[src/rtl/aes_pkg.sv]
// aes_pkg
// Shared types and constants for the AES round controller slice.
//   aes_state_e : controller state encoding
//   MSG_*       : MSG_MUX source select encoding for the state register input
//   NR_*        : legal round counts for AES-128/192/256
package aes_pkg;

  typedef enum logic [2:0] {
    ST_IDLE  = 3'd0,
    ST_LOAD  = 3'd1,
    ST_ARK   = 3'd2,
    ST_SHIFT = 3'd3,
    ST_SUB   = 3'd4,
    ST_MIX   = 3'd5,
    ST_DONE  = 3'd6
  } aes_state_e;

  localparam logic [1:0] MSG_ARK   = 2'b00;
  localparam logic [1:0] MSG_SHIFT = 2'b01;
  localparam logic [1:0] MSG_MIX   = 2'b10;
  localparam logic [1:0] MSG_SUB   = 2'b11;

  localparam int NR_128 = 10;
  localparam int NR_192 = 12;
  localparam int NR_256 = 14;

endpackage

[src/rtl/aes_round_cnt.sv]
// aes_round_cnt
// Round counter (rnd, 0..NR) and MixColumns slice counter (col, 0..MIXCOL_CYCLES-1).
// Ports:
//   CLK, RESET  : clock, synchronous active-high reset
//   rnd_clr     : clear rnd (start of a new operation)
//   rnd_inc     : advance rnd by one (entry into a new round)
//   col_inc     : advance col, wrapping to 0 after the last slice
//   rnd, col    : counter values
//   last_round  : rnd == NR
//   last_col    : col == MIXCOL_CYCLES-1
module aes_round_cnt
  import aes_pkg::*;
#(
  parameter int NR            = NR_128,
  parameter int MIXCOL_CYCLES = 1,
  parameter int RKI_W         = 4
) (
  input  logic             CLK,
  input  logic             RESET,
  input  logic             rnd_clr,
  input  logic             rnd_inc,
  input  logic             col_inc,
  output logic [RKI_W-1:0] rnd,
  output logic [1:0]       col,
  output logic             last_round,
  output logic             last_col
);

  localparam logic [RKI_W-1:0] RND_LAST = RKI_W'(NR);
  localparam logic [1:0]       COL_LAST = 2'(MIXCOL_CYCLES - 1);

  always_ff @(posedge CLK) begin
    if (RESET || rnd_clr) begin
      rnd <= '0;
    end else if (rnd_inc) begin
      rnd <= rnd + RKI_W'(1);
    end
  end

  // col self-wraps so MIX always exits with the slice counter back at 0
  always_ff @(posedge CLK) begin
    if (RESET) begin
      col <= '0;
    end else if (col_inc) begin
      col <= last_col ? 2'd0 : col + 2'd1;
    end
  end

  assign last_round = (rnd == RND_LAST);
  assign last_col   = (col == COL_LAST);

endmodule

[src/rtl/aes_round_ctrl.sv]
// aes_round_ctrl
// Round sequencer for a shared AES encrypt/decrypt datapath.
// Ports:
//   CLK, RESET : clock, synchronous active-high reset
//   AES_START  : level request, sampled only in IDLE and DONE
//   MODE       : 1 = encrypt, 0 = decrypt; captured with AES_START in IDLE
//   AES_DONE   : result valid in the state register
//   BUSY       : high in every state except IDLE and DONE
//   LOAD_IN    : load state register from the input message
//   LOAD_RG    : state register write enable
//   MSG_MUX    : datapath source select (see aes_pkg MSG_*)
//   COL_SEL    : MixColumns slice index
//   RK_IDX     : round-key index into the external key-schedule store
//   RK_VALID   : RK_IDX is valid (ARK only)
//
// state | meaning
// IDLE  | waiting for AES_START
// LOAD  | message loaded into the state register
// ARK   | AddRoundKey with key RK_IDX
// SHIFT | (Inv)ShiftRows
// SUB   | (Inv)SubBytes
// MIX   | (Inv)MixColumns, one slice per cycle
// DONE  | result held until AES_START drops
module aes_round_ctrl
  import aes_pkg::*;
#(
  parameter int NR            = NR_128,
  parameter int MIXCOL_CYCLES = 1,
  parameter int RKI_W         = 4
) (
  input  logic             CLK,
  input  logic             RESET,
  input  logic             AES_START,
  input  logic             MODE,
  output logic             AES_DONE,
  output logic             BUSY,
  output logic             LOAD_IN,
  output logic             LOAD_RG,
  output logic [1:0]       MSG_MUX,
  output logic [1:0]       COL_SEL,
  output logic [RKI_W-1:0] RK_IDX,
  output logic             RK_VALID
);

  if (NR != NR_128 && NR != NR_192 && NR != NR_256) begin : g_bad_nr
    $error("aes_round_ctrl: NR must be 10, 12 or 14");
  end
  if (MIXCOL_CYCLES != 1 && MIXCOL_CYCLES != 2 && MIXCOL_CYCLES != 4) begin : g_bad_mc
    $error("aes_round_ctrl: MIXCOL_CYCLES must be 1, 2 or 4");
  end
  if ((2 ** RKI_W) <= NR) begin : g_bad_rkiw
    $error("aes_round_ctrl: RKI_W too narrow for NR");
  end

  localparam logic [RKI_W-1:0] NR_L = RKI_W'(NR);

  aes_state_e       state;
  logic             mode_q;
  logic [RKI_W-1:0] rnd;
  logic [1:0]       col;
  logic             last_round;
  logic             last_col;
  logic             rnd_zero;
  logic             rnd_clr;
  logic             rnd_inc;
  logic             col_inc;

  assign rnd_zero = (rnd == '0);

  // rnd advances on entry to the first step of each round: SUB when
  // encrypting, SHIFT when decrypting (from ARK0 or from a MIX exit).
  always_comb begin
    rnd_clr = (state == ST_IDLE) && AES_START;
    rnd_inc = ((state == ST_ARK) && !last_round && (mode_q || rnd_zero)) ||
              ((state == ST_MIX) && last_col && !mode_q);
    col_inc = (state == ST_MIX);
  end

  aes_round_cnt #(
    .NR            (NR),
    .MIXCOL_CYCLES (MIXCOL_CYCLES),
    .RKI_W         (RKI_W)
  ) u_cnt (
    .CLK        (CLK),
    .RESET      (RESET),
    .rnd_clr    (rnd_clr),
    .rnd_inc    (rnd_inc),
    .col_inc    (col_inc),
    .rnd        (rnd),
    .col        (col),
    .last_round (last_round),
    .last_col   (last_col)
  );

  always_ff @(posedge CLK) begin
    if (RESET) begin
      state  <= ST_IDLE;
      mode_q <= 1'b0;
    end else begin
      case (state)
        ST_IDLE: begin
          if (AES_START) begin
            state  <= ST_LOAD;
            mode_q <= MODE;
          end
        end
        ST_LOAD: state <= ST_ARK;
        // Decrypt: ARK0 opens round 1 with SHIFT; later ARKs feed MIX.
        ST_ARK: begin
          if (last_round)    state <= ST_DONE;
          else if (mode_q)   state <= ST_SUB;
          else if (rnd_zero) state <= ST_SHIFT;
          else               state <= ST_MIX;
        end
        ST_SUB:   state <= mode_q ? ST_SHIFT : ST_ARK;
        ST_SHIFT: begin
          if (!mode_q)        state <= ST_SUB;
          else if (last_round) state <= ST_ARK;
          else                 state <= ST_MIX;
        end
        ST_MIX: begin
          if (last_col) state <= mode_q ? ST_ARK : ST_SHIFT;
        end
        ST_DONE: begin
          if (!AES_START) state <= ST_IDLE;
        end
        default: state <= ST_IDLE;
      endcase
    end
  end

  always_comb begin
    AES_DONE = 1'b0;
    BUSY     = 1'b0;
    LOAD_IN  = 1'b0;
    LOAD_RG  = 1'b0;
    MSG_MUX  = MSG_ARK;
    COL_SEL  = 2'd0;
    RK_IDX   = '0;
    RK_VALID = 1'b0;
    case (state)
      ST_LOAD: begin
        BUSY    = 1'b1;
        LOAD_IN = 1'b1;
        LOAD_RG = 1'b1;
      end
      ST_ARK: begin
        BUSY     = 1'b1;
        LOAD_RG  = 1'b1;
        MSG_MUX  = MSG_ARK;
        RK_VALID = 1'b1;
        RK_IDX   = mode_q ? rnd : (NR_L - rnd);
      end
      ST_SHIFT: begin
        BUSY    = 1'b1;
        LOAD_RG = 1'b1;
        MSG_MUX = MSG_SHIFT;
      end
      ST_SUB: begin
        BUSY    = 1'b1;
        LOAD_RG = 1'b1;
        MSG_MUX = MSG_SUB;
      end
      ST_MIX: begin
        BUSY    = 1'b1;
        LOAD_RG = 1'b1;
        MSG_MUX = MSG_MIX;
        COL_SEL = col;
      end
      ST_DONE: AES_DONE = 1'b1;
      default: ;
    endcase
  end

endmodule

[config.mk]
export PLATFORM = sky130hd
export DESIGN_NAME = aes_round_ctrl
export DESIGN_NICKNAME = d
export VERILOG_FILES = /design/src/rtl/aes_pkg.sv /design/src/rtl/aes_round_cnt.sv /design/src/rtl/aes_round_ctrl.sv
export SDC_FILE = /design/constraint.sdc
export NUM_CORES = 1
export LEC_CHECK = 0
export ABC_CLOCK_PERIOD_IN_PS = 1460
export CAP_MARGIN = 20
export CORE_MARGIN = 2
export CORE_UTILIZATION = 33
export DETAILED_ROUTE_END_ITERATION = 12
export GPL_ROUTABILITY_DRIVEN = 0
export HOLD_SLACK_MARGIN = 0.1
export PLACE_DENSITY = 0.6
export SLEW_MARGIN = 30
export SYNTH_ARGS = -nofsm -noshare
export SYNTH_HDL_FRONTEND = slang
export SYNTH_SLANG_ARGS = --single-unit
export TNS_END_PERCENT = 1
[constraint.sdc]
create_clock -name CLK -period 1.46 [get_ports CLK]
set_input_delay 0.292 -clock CLK [delete_from_list [all_inputs] [get_ports CLK]]
set_output_delay 0.292 -clock CLK [all_outputs]
set_load 0.03 [all_outputs]
==> results.yml <==
global_routing:
  grt_pass1_wl_um: 4410
  grt_max_degree: 14
  grtUsageTotal: 0.176
  globalRoute.totalOverflow: 0
  grt_pass1_vias: 958
  antenna_found_initial: 0
power_and_ir_drop:
  p_sw_frac: 0.443
  share_comb_of_total_power: 0.704
  p_per_area_nw_per_um2: 1600
  p_seq_frac: 0.179
  p_leak_nw: 0.604
  p_sw_mw: 1.03
  p_int_mw: 1.30
  total_power_mw: 2.33
  clock_power_share: 0.117
  peakVddDrop_uv: 1050
final_layout:
  final_nets: 181
  insertedDiodeCount: 0
  layout_commonest_cell: "buf_4"
  drive_above_1_share: 0.468
  area_growth_pct: 65.6
  fillers: 235
  layout_common_cells: "buf_4, buf_6, nor2_1"
clock_network:
  clk_pin_slew_ns: 0.08
  hold_buffers: 0
  clock_latency_ns: 0.29
  htree_levels: 1
  clockBufferDepth: 2
  cts.root.buffer_cell: "clkbuf_4"
  numCtsBuffers: 3
  cts_tree: "yes"
  clock_sinks: 10
sta:
  hold_viol_final: 0
  setup_viol: 16
  slew_violations: 0
  rsz0062_at_grt: "yes"
  worst_slew_pin_slew_ns: 0.426
  finalCriticalPeriod_ns: 1.68
  max_slew_margin: 0.715
  fin_ws_ns: -0.223
  fmax_mhz: 594
  fin_crit_sh: 1.15
  tns_ns: -1.83
  fin_worst_skew_ns: 0.00654
routing:
  routed-via-count: 1048
  totalWireLength_um: 2760
  dr.first_iter.drc_count: 25
  wl_per_cell_um: 13.7
  drt-vias-per-instance: 5.21
  final_antenna_net_count: 0
  firstDrtPassIters: 4
  remaining_drc_errors: 0
logic_synthesis:
  syn_area_um2: 883
  avgSynthCellArea_um2: 7.07
  synthDistinctLibCells: 37
  synth_top_area_share: 0.227
  ys_ff_latch: 10
  yosys-top-cells-area: "dfxtp_1, ha_1, nor2_1"
  synth-main-ff-cell: "dfxtp_1"
  yosys_warnings: 0
  synth-edff-count: 0
  synthArstFlopShare: 0
  synth_cells: 125
  synth_top_cell_by_area: "dfxtp_1"
  yosysSeqAreaShare: 0.227
  syn_nets: 134
placed_design:
  pre_cts_ws_ns: -0.401
  port_buffers: 16
  dp_hpwl_um: 1960
die:
  die-width_um: 55.7
  die-area_um2: 3110
  rows: 18
  num_io_pins: 17
  start_util: 0.353
  core_area_um2: 2500
  die_h_um: 55.7
hold_path:
  worstHoldPathType: "reg -> reg"
critical_path:
  worst_setup_path_end_kind: "output port"
  start_kind: "register"
  criticalPathCategory: "reg -> out"
  cp_max_fo: 4
  worstPathRequired_ns: 1.17
  arrival_ns: 1.39
outcome:
  status: "finished, violations left"
  violations: "negative setup slack"
job:
  maxCapViolations: 0
==> synthesized netlist by cell type (all sizes together) (2+ instances only) <==
master and instances:
mux2i 2, inv 9, o21ai 6, ha 5, nor2 16, a21oi 7
a31oi 3, o21a 2, nand3b 4, nand3 5, nand2 9, dfxtp 10
xnor2 2, buf 4, nor4 3, nor2b 5, o211ai 2, nor3 6
clkbuf 6, nor4b 3, nor3b 3
==> what timing repair did <==
| action | in CTS | in global routing |
|---|---|---|
| setup buffers | 3 | 3 |
| pin swaps | 7 | 8 |
| endpoints found under the setup margin | 20 | 20 |
| gates resized for setup | 25 | 17 |
==> metal layers <==
metal,share of wire,track usage,up-vias
li1,-,-,533
met1,0.44,0.208,486
met2,0.50,0.311,23
met3,0.037,0.0442,6
met4,0.020,0.0523,0
met5,0,0,-
==> power groups by stage <==
stage	logic, mW	clock network [mW]	registers (mW)
final	1.64	0.272	0.418
after global routing	1.77	0.289	0.427
after CTS	1.52	0.275	0.394
after detailed placement	1.39	0	0.388
after global placement	1.38	0	0.384
after floorplan	0.865	0	0.374
==> logic make-up (layout without fill, tap and decap cells) <==
group           Yosys count  after routing  synth area share
flops                    10             10             0.227
buf+inv                  19             65            0.0949
xor+xnor                  2              2            0.0198
fa+ha+maj                 5              5            0.0708
compound gates           27             27             0.194
simple gates             60             60             0.371
mux                       2              2            0.0227
==> flip-flops by register name, indices dropped and copies added, names as in the netlist <==
| signal | cells |
|---|---|
| state | 3 |
| mode_q | 1 |
| u_cnt.rnd | 4 |
| u_cnt.col | 2 |
==> worst paths after layout <==
check / from / endpoint / slack, ns / cells after the start
min reg2reg: u_cnt.col[0] / u_cnt.col[0] / 0.46 / 2
max reg2reg: u_cnt.rnd[1] / u_cnt.rnd[3] / -0.04 / 8
min: u_cnt.col[0] / u_cnt.col[0] / 0.46 / 2
max: u_cnt.rnd[0] / RK_IDX[1] / -0.22 / 6
==> per-stage QoR <==
step / utilization / hold slack [ns] / cells / area [µm²]
global placement: 0.494 / 0.451 / 191 / 1240
global route: 0.585 / 0.492 / 201 / 1460
CTS: 0.552 / 0.467 / 198 / 1380
floorplan: - / 0.431 / 125 / 896
detailed placement: 0.494 / 0.457 / 191 / 1240
finish: 0.585 / 0.463 / 201 / 1460
==> worst max-delay path, stage by stage, from the launching register on <==
cell and delay, ns:
dfxtp_2 0.35, inv_2 0.05, ha_1 0.32, nor2_2 0.11, a21oi_2 0.05, nor2_2 0.07, buf_4 0.16
==> layout make-up <==
class / count / area, µm² / area share
Multi-Input combinational cell: 96 / 689 / 0.471
Tap cell: 30 / 37.5 / 0.0257
Inverter: 9 / 33.8 / 0.0231
Clock buffer: 4 / 36.3 / 0.0248
Timing Repair Buffer: 52 / 454 / 0.311
Sequential cell: 10 / 211 / 0.145
No activity file was read; power rests on OpenSTA's default activity.
